[src/rtl/otter_fetch_pkg.sv]
// Shared types and constants for the OTTER instruction-fetch stage.
// Optional build macro used by the fetch unit: FETCH_MISALIGN_TRAP_EN.
package otter_fetch_pkg;

   // Canonical RISC-V NOP (addi x0, x0, 0), also used as the filler word
   localparam logic [31:0] NOP_INSTR         = 32'h0000_0013;
   localparam logic [31:0] DEFAULT_RESET_VEC = 32'h0000_0000;

   // One buffered fetch result: the PC it was fetched from, the word, and
   // whether it is a misaligned-fetch marker rather than a real instruction
   typedef struct packed {
      logic [31:0] pc;
      logic [31:0] instr;
      logic        misalign;
   } fetch_entry_t;

   // Clear the byte offset so the address names a whole instruction word
   function automatic logic [31:0] align_word(input logic [31:0] addr);
      return {addr[31:2], 2'b00};
   endfunction

endpackage

[src/rtl/otter_fetch_unit_fetch_buffer.sv]
// Small synchronous FIFO holding fetched instructions for decode.
// Clear has priority over push/pop; a push in the clear cycle lands in an
// otherwise empty buffer so a marker can be installed during a flush.
module fetch_buffer
   import otter_fetch_pkg::*;
#(
   parameter int          DEPTH    = 2,
   parameter logic [31:0] RESET_PC = DEFAULT_RESET_VEC,
   localparam int         CW       = $clog2(DEPTH + 1),
   localparam int         PW       = $clog2(DEPTH)
) (
   input  logic          clk,
   input  logic          rst,
   input  logic          push,
   input  fetch_entry_t  push_entry,
   input  logic          pop,
   input  logic          clear,
   output logic [CW-1:0] count,
   output fetch_entry_t  head
);

   fetch_entry_t  mem_q [DEPTH];
   fetch_entry_t  mem_d [DEPTH];
   logic [PW-1:0] rd_ptr_q, rd_ptr_d;
   logic [PW-1:0] wr_ptr_q, wr_ptr_d;
   logic [CW-1:0] count_q, count_d;
   logic          do_pop;

   // Next-state pointers, occupancy and storage for push/pop/clear
   always_comb begin
      mem_d    = mem_q;
      rd_ptr_d = rd_ptr_q;
      wr_ptr_d = wr_ptr_q;
      count_d  = count_q;
      do_pop   = pop && (count_q != '0);
      if (clear) begin
         rd_ptr_d = '0;
         wr_ptr_d = '0;
         count_d  = '0;
         if (push) begin
            mem_d[0] = push_entry;
            wr_ptr_d = PW'(1);
            count_d  = CW'(1);
         end
      end else begin
         if (push) begin
            mem_d[wr_ptr_q] = push_entry;
            wr_ptr_d        = wr_ptr_q + 1'b1;
         end
         if (do_pop) begin
            rd_ptr_d = rd_ptr_q + 1'b1;
         end
         count_d = count_q + CW'(push) - CW'(do_pop);
      end
   end

   // Register the FIFO state; entries reset to a NOP at the reset PC so the
   // head outputs are well defined straight out of reset
   always_ff @(posedge clk) begin
      if (rst) begin
         rd_ptr_q <= '0;
         wr_ptr_q <= '0;
         count_q  <= '0;
         for (int i = 0; i < DEPTH; i++) begin
            mem_q[i].pc       <= RESET_PC;
            mem_q[i].instr    <= NOP_INSTR;
            mem_q[i].misalign <= 1'b0;
         end
      end else begin
         rd_ptr_q <= rd_ptr_d;
         wr_ptr_q <= wr_ptr_d;
         count_q  <= count_d;
         mem_q    <= mem_d;
      end
   end

   assign count = count_q;
   assign head  = mem_q[rd_ptr_q];

endmodule

[src/rtl/otter_fetch_unit.sv]
// OTTER instruction-fetch stage: owns the fetch PC, issues in-order word
// requests to instruction memory under a credit limit, buffers responses
// with their PCs and discards responses that were in flight at a redirect.
// Optional build macro: FETCH_MISALIGN_TRAP_EN turns a misaligned redirect
// into a sticky marker entry instead of silently aligning the target.
module otter_fetch_unit
   import otter_fetch_pkg::*;
#(
   parameter logic [31:0] RESET_VEC       = DEFAULT_RESET_VEC,
   parameter int          BUF_DEPTH       = 2,
   parameter int          MAX_OUTSTANDING = 2
) (
   input  logic        CLK,
   input  logic        RST,
   input  logic        REDIRECT_VALID,
   input  logic [31:0] REDIRECT_PC,
   output logic        IMEM_REQ_VALID,
   input  logic        IMEM_REQ_READY,
   output logic [31:0] IMEM_ADDR,
   input  logic        IMEM_RSP_VALID,
   input  logic [31:0] IMEM_RSP_DATA,
   output logic        IF_VALID,
   input  logic        IF_READY,
   output logic [31:0] IF_PC,
   output logic [31:0] IF_INSTR,
   output logic        IF_MISALIGN
);

   localparam int IW = $clog2(MAX_OUTSTANDING + 1);
   localparam int CW = $clog2(BUF_DEPTH + 1);

   logic [31:0]  fetch_pc_q, fetch_pc_d;
   logic [31:0]  rsp_pc_q, rsp_pc_d;
   logic [IW-1:0] inflight_q, inflight_d;
   logic [IW-1:0] discard_q, discard_d;
   logic         halt_q, halt_d;

   logic         redirect_misaligned;
   logic         req_valid;
   logic         req_fire;
   logic         buf_push;
   logic         buf_pop;
   logic         buf_clear;
   fetch_entry_t push_entry;
   fetch_entry_t head;
   logic [CW-1:0] buf_count;

`ifdef FETCH_MISALIGN_TRAP_EN
   assign redirect_misaligned = REDIRECT_VALID && (REDIRECT_PC[1:0] != 2'b00);
`else
   assign redirect_misaligned = 1'b0;
`endif

   // Issue only when both the memory credit and the buffer space reserved
   // for every outstanding response allow it, so responses never back up
   always_comb begin
      req_valid = !RST && !REDIRECT_VALID && !halt_q
                  && (int'(inflight_q) < MAX_OUTSTANDING)
                  && ((int'(inflight_q) + int'(buf_count)) < BUF_DEPTH);
      req_fire  = req_valid && IMEM_REQ_READY;
   end

   assign IMEM_REQ_VALID = req_valid;
   assign IMEM_ADDR      = fetch_pc_q;

   // PC, credit and discard bookkeeping; a redirect overrides everything and
   // turns every still-outstanding response into one to be dropped
   always_comb begin
      fetch_pc_d          = fetch_pc_q;
      rsp_pc_d            = rsp_pc_q;
      discard_d           = discard_q;
      halt_d              = halt_q;
      buf_push            = 1'b0;
      buf_clear           = 1'b0;
      push_entry.pc       = rsp_pc_q;
      push_entry.instr    = IMEM_RSP_DATA;
      push_entry.misalign = 1'b0;
      inflight_d          = inflight_q + IW'(req_fire) - IW'(IMEM_RSP_VALID);
      if (REDIRECT_VALID) begin
         fetch_pc_d = align_word(REDIRECT_PC);
         rsp_pc_d   = align_word(REDIRECT_PC);
         buf_clear  = 1'b1;
         discard_d  = inflight_q - IW'(IMEM_RSP_VALID);
         halt_d     = redirect_misaligned;
         if (redirect_misaligned) begin
            buf_push            = 1'b1;
            push_entry.pc       = REDIRECT_PC;
            push_entry.instr    = NOP_INSTR;
            push_entry.misalign = 1'b1;
         end
      end else begin
         if (req_fire) begin
            fetch_pc_d = fetch_pc_q + 32'd4;
         end
         if (IMEM_RSP_VALID) begin
            if (discard_q != '0) begin
               discard_d = discard_q - 1'b1;
            end else begin
               buf_push = 1'b1;
               rsp_pc_d = rsp_pc_q + 32'd4;
            end
         end
      end
   end

   // Fetch-control state registers
   always_ff @(posedge CLK) begin
      if (RST) begin
         fetch_pc_q <= RESET_VEC;
         rsp_pc_q   <= RESET_VEC;
         inflight_q <= '0;
         discard_q  <= '0;
         halt_q     <= 1'b0;
      end else begin
         fetch_pc_q <= fetch_pc_d;
         rsp_pc_q   <= rsp_pc_d;
         inflight_q <= inflight_d;
         discard_q  <= discard_d;
         halt_q     <= halt_d;
      end
   end

   // A marker at the head is sticky: decode cannot consume it, only a
   // subsequent redirect removes it
   always_comb begin
      buf_pop = IF_VALID && IF_READY && !head.misalign;
   end

   fetch_buffer #(
      .DEPTH    (BUF_DEPTH),
      .RESET_PC (RESET_VEC)
   ) u_fetch_buffer (
      .clk        (CLK),
      .rst        (RST),
      .push       (buf_push),
      .push_entry (push_entry),
      .pop        (buf_pop),
      .clear      (buf_clear),
      .count      (buf_count),
      .head       (head)
   );

   assign IF_VALID = (buf_count != '0);
   assign IF_PC    = head.pc;
   assign IF_INSTR = head.instr;

`ifdef FETCH_MISALIGN_TRAP_EN
   assign IF_MISALIGN = head.misalign;
`else
   assign IF_MISALIGN = 1'b0;
`endif

   // Flag handshake or credit violations that the issue rule should prevent
   always_ff @(posedge CLK) begin
      if (!RST) begin
         assert (!(IMEM_RSP_VALID && (inflight_q == '0)));
         assert (!(req_fire && !IMEM_RSP_VALID
                   && (int'(inflight_q) == MAX_OUTSTANDING)));
         assert (!(buf_push && !buf_clear && !buf_pop
                   && (int'(buf_count) == BUF_DEPTH)));
      end
   end

endmodule

[config.mk]
export PLATFORM = sky130hd
export DESIGN_NAME = otter_fetch_unit
export DESIGN_NICKNAME = d
export VERILOG_FILES = /design/src/rtl/otter_fetch_pkg.sv /design/src/rtl/otter_fetch_unit_fetch_buffer.sv /design/src/rtl/otter_fetch_unit.sv
export SDC_FILE = /design/constraint.sdc
export NUM_CORES = 1
export LEC_CHECK = 0
export ABC_AREA = 1
export CAP_MARGIN = 40
export CORE_ASPECT_RATIO = 0.9
export CORE_MARGIN = 2
export CORE_UTILIZATION = 52
export DETAILED_ROUTE_END_ITERATION = 12
export MAX_ROUTING_LAYER = met4
export PLACE_DENSITY_LB_ADDON = 0.08
export SYNTH_ARGS = -nofsm -noshare
export SYNTH_HDL_FRONTEND = slang
export SYNTH_SLANG_ARGS = --single-unit
[constraint.sdc]
create_clock -name CLK -period 2.6 [get_ports CLK]
set_input_delay 0.52 -clock CLK [delete_from_list [all_inputs] [get_ports CLK]]
set_output_delay 0.52 -clock CLK [all_outputs]
set_load 0.01 [all_outputs]
==> results.json <==
{
  "cp_slowest_cell": "clkdlybuf4s50_1",
  "pwr-share-clk_pct": 37.4,
  "cts_tree": "done",
  "synth.distinct_cells": 34,
  "routabilityCongestion": 0.926,
  "max_freq_mhz": 397,
  "run_status": "completed",
  "dp_hpwl_mm": 19.4,
  "start_kind": "flip-flop",
  "mostFrequentLayoutCells": "nand2_1, o21ai_0, dfxtp_1",
  "p_sw_uw": 2030,
  "finalCritPeriodShare_pct": 96.9,
  "muxShareOfSynthArea_pct": 0,
  "endpoint_kind": "output pin",
  "ys_seq_area_share_pct": 40.3,
  "drt-total-wl_mm": 27.5,
  "worstRegToRegCells": 12,
  "clock_latency_ns": 0.43,
  "synth_top_family_by_area": "simple AND/OR/NAND/NOR gates",
  "syn_to_final_growth_pct": 24.7,
  "worstMarginPinSlew_ns": 0.693,
  "synth_seq_cells": 192,
  "placement.io_buffers": 161,
  "grt_pass1_wl_mm": 44.2,
  "critPathMaxStageDelay_ns": 0.57,
  "r2r_end": "IMEM_ADDR[16]$_SDFFE_PP0P_",
  "synth_cells": 1436,
  "postRouteAntennaNets": 0,
  "setup_viol": 0,
  "maxCapViolations": 0,
  "hold_violations": 0,
  "clkTransAtPathRegs_ns": 0.08,
  "holdPathStages": 4,
  "hold_end": "u_fetch_buffer.rd_ptr_q$_SDFFE_PP0P_",
  "num_antenna_cells": 0,
  "grt_max_degree": 78,
  "cp.required_ns": 2.08,
  "nets": 1640,
  "r2r_slack_ns": 0.43,
  "clock-sinks": 192,
  "period_needed_ns": 2.52,
  "clockRootBuffer": "clkbuf_16",
  "drc": 0,
  "fp-row-count": 46,
  "path_cells": "clkinv_2, buf_12, buf_8, o21ai_0, clkdlybuf4s50_1",
  "die_h_um": 132,
  "syn_area_per_cell_um2": 6.64,
  "syn_area_um2": 9540,
  "min_path_type": "primary input to flip-flop",
  "regToRegStartpoint": "u_fetch_buffer.count[0]$_SDFF_PP0_",
  "async_flop_share_pct": 0,
  "ys.flop_type": "dfxtp_1",
  "fin_ws_ns": 0.0812,
  "dieWidth_um": 147,
  "slew_violations": 0,
  "internal_power_uw": 4880,
  "synth_xor_xnor_area_share_pct": 1.47,
  "antenna_found_initial": 0,
  "p_leak_uw": 0.00476,
  "synth_edf_count": 0,
  "cp_max_fo": 57,
  "seqPwrFrac_pct": 47.0,
  "synth_fa_ha_area_share_pct": 1.26,
  "numCtsBuffers": 17,
  "placed_cells": 1782,
  "grt_overflow": 0,
  "critPathKind": "flip-flop to output pin",
  "dr.pass1.iters": 5,
  "gr-usage-all-layers_pct": 28.8,
  "die_area_um2": 19400,
  "relSlewSlack_pct": 53.8,
  "htree_num_levels": 4,
  "final_common_cell": "nand2_1",
  "coreArea_um2": 17800,
  "hold_start": "RST",
  "max-vdd-ir-drop_uv": 453,
  "power.total_uw": 6910,
  "synthSimpleGateAreaFrac_pct": 25.9,
  "initial_core_util_pct": 53.6,
  "grt_pass1_vias": 8538,
  "routedWlPerCell_um": 15.1,
  "ys_warn_count": 0,
  "power_frac_comb_pct": 15.6,
  "clock_path_buffers": 2,
  "rsz0062_at_grt": "yes",
  "switching_share_pct": 29.4,
  "first_iter_violations": 829,
  "viasPerCell": 5.31,
  "io_pins": 169,
  "dpl_worst_slack_ns": 0.231,
  "synth_compound_area_share_pct": 20.4,
  "finClkSkew_ns": 0.0118,
  "vias": 9625,
  "drive_gt1_share_pct": 6.23,
  "arrival_ns": 2.00,
  "final_cells": 1814,
  "cellPowerDensity_nw_per_um2": 581
}
[repair_timing]
action	in CTS	in global routing
pin swaps	0	1
hold buffers	0	0
hold endpoints to repair	0	0
gates cloned	0	0
resized for setup	9	17
buffers inserted	0	0
setup endpoints to repair	19	15
[through the flow]
stage / cell area, µm² / util, % / setup TNS, ns / hold WS, ns
finish: 11900 / 66.9 / 0 / 0.430
global route: 11900 / 66.9 / -0.0162 / 0.435
CTS: 11900 / 66.7 / -0.0867 / 0.419
detailed placement: 11300 / 63.4 / 0 / 0.436
global placement: 11300 / 63.4 / 0 / 0.432
floorplan: 9550 / - / 0 / 0.424
[cells in the mapped netlist (3+ instances only)]
library cell / number / share of area, %
a31oi_1: 16 / 1.0
nor2_4: 8 / 0.94
o21ai_0: 217 / 11
buf_6: 5 / 0.59
o21ai_1: 7 / 0.37
nand2_1: 318 / 13
o211ai_1: 3 / 0.24
xor2_1: 14 / 1.3
nand3_1: 66 / 3.5
buf_2: 23 / 1.2
dfxtp_1: 192 / 40
buf_4: 5 / 0.39
inv_2: 8 / 0.31
nor2_1: 164 / 6.5
or2_2: 3 / 0.20
nand2_2: 4 / 0.26
a21oi_1: 135 / 7.1
nand3_2: 4 / 0.42
nand4_1: 7 / 0.46
nor2_2: 11 / 0.72
clkbuf_1: 41 / 1.6
inv_1: 163 / 6.4
ha_1: 8 / 1.0
[worst max-delay path, delay by kind of cell, from the launching register on]
family | cells | cell delay [ns]
DFF | 1 | 0.37
AOI/OAI and AO/OA | 1 | 0.15
buffers and inverters | 4 | 1.02
[power by group through the flow]
stage	sequential, µW	combinational, µW	clock, µW
4_1_cts	3240	1080	2610
5_1_grt	3270	1190	2740
3_5_place_dp	3310	1070	0
3_3_place_gp	3300	1060	0
6_report	3250	1080	2580
2_1_floorplan	3280	579	0
[worst max-delay path by stage]
stage | startpoint | end | slack, ns | depth (start not counted)
2_1_floorplan | inflight_q[0]$_SDFF_PP0_ | inflight_q[1]$_SDFF_PP0_ | 0.45 | 11
3_3_place_gp | REDIRECT_VALID | IMEM_REQ_VALID | 0.23 | 5
3_5_place_dp | REDIRECT_VALID | rsp_pc_q[13]$_SDFFE_PP0P_ | 0.23 | 8
4_1_cts | inflight_q[0]$_SDFF_PP0_ | IMEM_REQ_VALID | -0.09 | 7
5_1_grt | u_fetch_buffer.rd_ptr_q$_SDFFE_PP0P_ | IF_INSTR[11] | -0.01 | 5
6_report | u_fetch_buffer.rd_ptr_q$_SDFFE_PP0P_ | IF_INSTR[11] | 0.08 | 5
[state kept, by name (all words and copies together) (netlist names)]
| name | flops |
|---|---|
| u_fetch_buffer.count | 2 |
| inflight_q | 2 |
| u_fetch_buffer.mem_q | 124 |
| rsp_pc_q | 30 |
| discard_q | 2 |
| IMEM_ADDR | 30 |
| u_fetch_buffer.wr_ptr_q | 1 |
| u_fetch_buffer.rd_ptr_q | 1 |
[layout make-up]
type	instances	area, µm²
fill	1608	5890
sequential	192	3850
timing repair buffer	179	1830
inverter	171	643
clock inverter	14	144
multi-input combinational	1000	4690
tap	240	300
clock buffer	18	429
[kinds of logic (layout without fill, tap and decap cells)]
group / count (synthesis) / after routing
simple gates: 589 / 589
compound gates: 381 / 381
buf+inv: 248 / 382
flops: 192 / 192
xor+xnor: 16 / 16
fa+ha+maj: 9 / 9
other cells: 1 / 5
[routing by layer]
metal  up-vias  GRT usage (%)  wire length, µm
met1      4435           39.9            12900
met5         -              -                0
met4         0           7.23              279
li1       4855              -                -
met3        21           3.93             1610
met2       314           44.8            12700
Note: power is estimated with default switching activity, not from simulation.
==> variant 1: new RTL, same flow settings <==
Set the parameter `MAX_OUTSTANDING` to 4 (it was 2).
--- a/src/rtl/otter_fetch_unit.sv
+++ b/src/rtl/otter_fetch_unit.sv
@@ -9,5 +9,5 @@
    parameter logic [31:0] RESET_VEC       = DEFAULT_RESET_VEC,
    parameter int          BUF_DEPTH       = 2,
-   parameter int          MAX_OUTSTANDING = 2
+   parameter int          MAX_OUTSTANDING = 4
 ) (
    input  logic        CLK,
Behaviour: not the same (a bounded check fails within 4 cycles, from zero or initial values and one cycle with RST high).
==> variant 1 against the original RTL <==
Power rose by 7.2%. Highest routed layer unchanged. Area after synthesis rose by 1.6%. Sequential power rose by 2%. Cell area rose by 3.5%. Clock skew fell by 0.00093 ns. Maximum frequency rose by 0.81%. Via count rose by 2.6%. Setup slack improved by 0.020 ns. Wire length rose by 1.1%. Worst hold slack improved by 0.021 ns. Global-route usage fell by 1.3 points. Sequential cell count rose by 2. Clock power rose by 3%. Non-clock buffer count rose by 19. Largest power group unchanged.
==> variant 1: results (changes against the original RTL) <==
stage,metric,value,unit,change
synth,post-synthesis sequential area ratio,0.401,,-0.00211
sta,clk_skew,0.0109,ns,-0.000926 ns
grt,initial antenna violation count,0,,unchanged
place,DP HPWL,18100,um,-6.7%
grt,met1 Usage GRT,0.376,,-0.0227
critical_path,CP max FO,2,,-96%
run_status,status,"complete, no violations",,
place,worst slack at placement,-0.0442,ns,-0.276 ns
critical_path,Critical Path AT,2.87,ns,+0.87 ns
layout,Layout fillers,1702,,+5.8%
place,placer congestion estimate,0.972,,+5.0%
synth,Yosys cell types,35,,+2.9%
grt,met3 Use GR,0.0507,,+0.0114
synth,top post-synthesis cells by count,"nand2_1 (346), o21ai_0 (229), dfxtp_1 (194)",,
grt,largest net degree at the start of global routing,104,,+33%
grt,number of global-route vias before repair,8617,,+0.93%
grt,Tot GR Track Use,0.275,,-0.0130
synth,Synth area leaders,"dfxtp_1 (40%), nand2_1 (13%), o21ai_0 (12%)",,
pwr,Worst IR Drop VDD,0.530,mV,+17%
pwr,Leak,4.78,nW,+0.52%
layout,Nets,1699,,+3.6%
detailed_routing,drt wl/cell,14.8,um,-2.2%
layout,proportion of layout cells with a drive suffix above 1,0.0687,,+0.00645
layout,Finished Layout Cells,1875,,+3.4%
grt,met2 Resource Use GR,0.430,,-0.0173
grt,first-pass GRT wire length,43000,um,-2.7%
place,Post-Place Cells,1827,,+2.5%
min_path,Hold Path Class,reg -> reg,,
synth,Syn Area/Cell,6.57,um^2,-1.1%
sta,Rel. slew slack,0.530,,-0.00800
detailed_routing,drt initial violations,836,,+0.84%
detailed_routing,via count,9871,,+2.6%
==> variant 1: where the power goes <==
part           switching (W)  internal (W)
combinational       0.000732      0.000670
clock                0.00130       0.00137
sequential          0.000159       0.00317
total                0.00219       0.00521
==> variant 1: kinds of logic (layout without fill, tap and decap cells) <==
group,count (synthesis),in the layout,share of synthesized area
adder cells (fa/ha/maj),12,12,0.0171
buffers and inverters,262,412,0.109
flip-flops,194,194,0.401
AO/OA/AOI/OAI,398,398,0.208
other,1,5,0.000387
AND/OR/NAND/NOR,587,588,0.245
XOR/XNOR,21,21,0.0190
==> variant 1: cell type report <==
cell class                 instances  area, um^2  area share
multi-input combinational       1024        4800       0.390
inverter                         182         688      0.0559
clock inverter                    15         168      0.0136
clock buffer                      17         425      0.0346
timing repair buffer             198        2030       0.165
sequential                       194        3890       0.316
tap                              245         307      0.0249
==> variant 1: stage by stage <==
step                instance area, um^2  utilization  total power, W
finish                            12300        0.671         0.00740
global route                      12300        0.671         0.00776
global placement                  11500        0.625         0.00464
detailed placement                11500        0.625         0.00466
floorplan                          9700            -         0.00408
CTS                               12100        0.662         0.00739
==> variant 1: timing repair <==
| action | CTS | global route |
|---|---|---|
| hold endpoints to repair | 0 | 0 |
| resized for setup | 26 | 11 |
| setup endpoints to repair | 21 | 69 |
| cloned | 0 | 5 |
| pin swaps | 8 | 6 |
| buffers inserted | 9 | 2 |
==> variant 1: worst paths after layout <==
kind	from	slack, ns	depth (start not counted)	to
worst max register to register	inflight_q[0]	0.10	14	inflight_q[2]
worst min register to register	u_fetch_buffer.mem_q[10]	0.45	2	u_fetch_buffer.mem_q[10]
worst min-delay path	u_fetch_buffer.mem_q[10]	0.45	2	u_fetch_buffer.mem_q[10]
worst max-delay path	inflight_q[0]	0.10	14	inflight_q[2]
==> variant 1: layer usage <==
layer	share of wire	routed length, um
met1	0.46	12700
met2	0.46	12800
met3	0.071	1980
met4	0.0082	227
met5	0	0
==> variant 1: worst max-delay path, cell delays in order (launching register included) <==
cell     delay, ns
dfxtp_2       0.32
nand2_2       0.06
inv_2         0.03
fa_1          0.44
nor2_1        0.09
nand2_1       0.08
nor2_2        0.12
buf_4         0.13
nand2_4       0.05
ha_4          0.25
inv_2         0.03
ha_2          0.16
fa_2          0.33
or2_4         0.23
a21oi_2       0.10
==> variant 2: new RTL, config.mk and constraints unchanged <==
Without the edit above. Reset style: asynchronous (`RST` and `rst`), changed in 2 clocked blocks.
--- a/src/rtl/otter_fetch_unit_fetch_buffer.sv
+++ b/src/rtl/otter_fetch_unit_fetch_buffer.sv
@@ -57,5 +57,5 @@
    // Register the FIFO state; entries reset to a NOP at the reset PC so the
    // head outputs are well defined straight out of reset
-   always_ff @(posedge clk) begin
+   always_ff @(posedge clk or posedge rst) begin
       if (rst) begin
          rd_ptr_q <= '0;
--- a/src/rtl/otter_fetch_unit.sv
+++ b/src/rtl/otter_fetch_unit.sv
@@ -105,5 +105,5 @@
 
    // Fetch-control state registers
-   always_ff @(posedge CLK) begin
+   always_ff @(posedge CLK or posedge RST) begin
       if (RST) begin
          fetch_pc_q <= RESET_VEC;
Behaviour: differs if RST is asserted again (counterexample within 4 cycles, from zero or initial values and one cycle with RST high); with RST held inactive, the same outputs for 4 cycles.
==> variant 2 against the original RTL <==
Count of clock-buffer cells in the layout is 1 higher. Cell count is 3.1% lower. Synthesized cell count is 7.0% lower. Wire length is 3.6% lower. Setup slack better by 0.026 ns. Sequential cell count is 1 higher. Cell area is 8.2% higher. Area after synthesis is 7.1% higher. Critical path type unchanged.
Power is not compared: it rests on default switching activity, and its combinational part moved more than twofold at a synthesized area within 25%.
==> variant 2: results (changes against the original RTL) <==
stage,metric,value,unit,change
run_status,status,"complete, no violations",,
synth,post-synthesis sequential area ratio,0.473,,+0.0704
critical_path,CP max FO,21,,-63%
sta,clk_skew,0.0118,ns,+0.0000321 ns
synth,Yosys cell types,43,,+26%
synth,top post-synthesis cells by count,"nand2_1 (522), dfrtp_1 (187), inv_1 (138)",,
grt,first-pass GRT wire length,42400,um,-4.1%
synth,ys async rst share,1.00,,+1.00
synth,Synth area leaders,"dfrtp_1 (46%), nand2_1 (19%), o21ai_0 (5.5%)",,
place,placer congestion estimate,0.972,,+4.9%
layout,# clk buffers,19,,+1
detailed_routing,top routing layer used,met4,,
cts,worst skew pair latency,0.45,ns,+0.02 ns
detailed_routing,met2 WL,12300,um,-2.5%
layout,Layout fillers,1650,,+2.6%
detailed_routing,Vias per Instance,5.21,,-1.9%
layout,Non-Clock Inverter Count,147,,-14%
pwr,Leak,6.20,nW,
detailed_routing,drt wl/cell,15.1,um,-0.57%
layout,Final Core Density,0.670,,+0.000965
layout,fraction of area in multi-input gates,0.349,,-0.0456
min_path,Hold Path Stages,2,,-2
grt,largest net degree at the start of global routing,50,,-36%
critical_path,critical path's largest stage delay,0.53,ns,-0.04 ns
layout,Multi-Input Combinational,939,,-6.1%
layout,proportion of layout cells with a drive suffix above 1,0.103,,+0.0405
sta,Rel. slew slack,0.561,,+0.0232
critical_path,CP Capture Type,output pin,,
synth,post-synthesis instance total,1336,,-7.0%
layout,Clock-cell share,0.0480,,-0.000159
die,die area,0.0208,mm^2,+6.9%
detailed_routing,wire length on met1,11900,um,-7.7%
grt,Tot GR Track Use,0.271,,-0.0178
cts,Resize count post-CTS,4,,-5
detailed_routing,drt initial violations,679,,-18%
synth,Yosys reg bits,193,,+0.52%
place,DP HPWL,19100,um,-1.8%
critical_path,Reg2Reg Depth,11,,-1
pwr,Worst IR Drop VDD,0.507,mV,
place,worst slack at placement,0.236,ns,+0.00417 ns
layout,Buffers excl. clock,197,,+10%
critical_path,Critical Path AT,1.97,ns,-0.03 ns
cts,Clock Tree Root,clkbuf_16,,
layout,signal buffers share of area,0.159,,+0.00503
layout,FF+latch area,0.00484,mm^2,+26%
detailed_routing,met3 wire len,1680,um,+4.2%
place,dpl cell area,0.0122,mm^2,+8.4%
place,Port-buffer cells,163,,+1.2%
detailed_routing,via count,9152,,-4.9%
grt,number of global-route vias before repair,8348,,-2.2%
layout,max FFs per register,125,,+0.81%
grt,met2 Resource Use GR,0.417,,-0.0307
min_path,Hold Path Class,reg -> reg,,
cts,Post CTS Setup Buffer Count,1,,+1
place,Post-Place Cells,1725,,-3.2%
grt,met1 Usage GRT,0.370,,-0.0287
grt,met3 Use GR,0.0443,,+0.00502
layout,Nets,1574,,-4.0%
-- variant 2: kinds of logic (layout without fill, tap and decap cells) --
kind of cell    count (synthesis)  after routing  synth area share
xor+xnor                       16             16            0.0137
other cells                     1              3          0.000367
fa+ha+maj                       9              9            0.0118
mux                             2              2           0.00220
compound gates                210            210             0.124
buf+inv                       206            376            0.0884
flops                         193            193             0.473
simple gates                  699            699             0.286
-- variant 2: worst paths after layout --
| check | start | end | slack, ns |
|---|---|---|---|
| min in group asynchronous | RST | u_fetch_buffer.mem_q[101] | 0.56 |
| max in group asynchronous | RST | u_fetch_buffer.mem_q[47] | 1.41 |
| min | u_fetch_buffer.mem_q[70] | u_fetch_buffer.mem_q[70] | 0.48 |
| max | u_fetch_buffer.rd_ptr_q | IF_PC[13] | 0.11 |
| max reg2reg | inflight_q[0] | IMEM_ADDR[17] | 0.36 |
| min reg2reg | u_fetch_buffer.mem_q[70] | u_fetch_buffer.mem_q[70] | 0.48 |
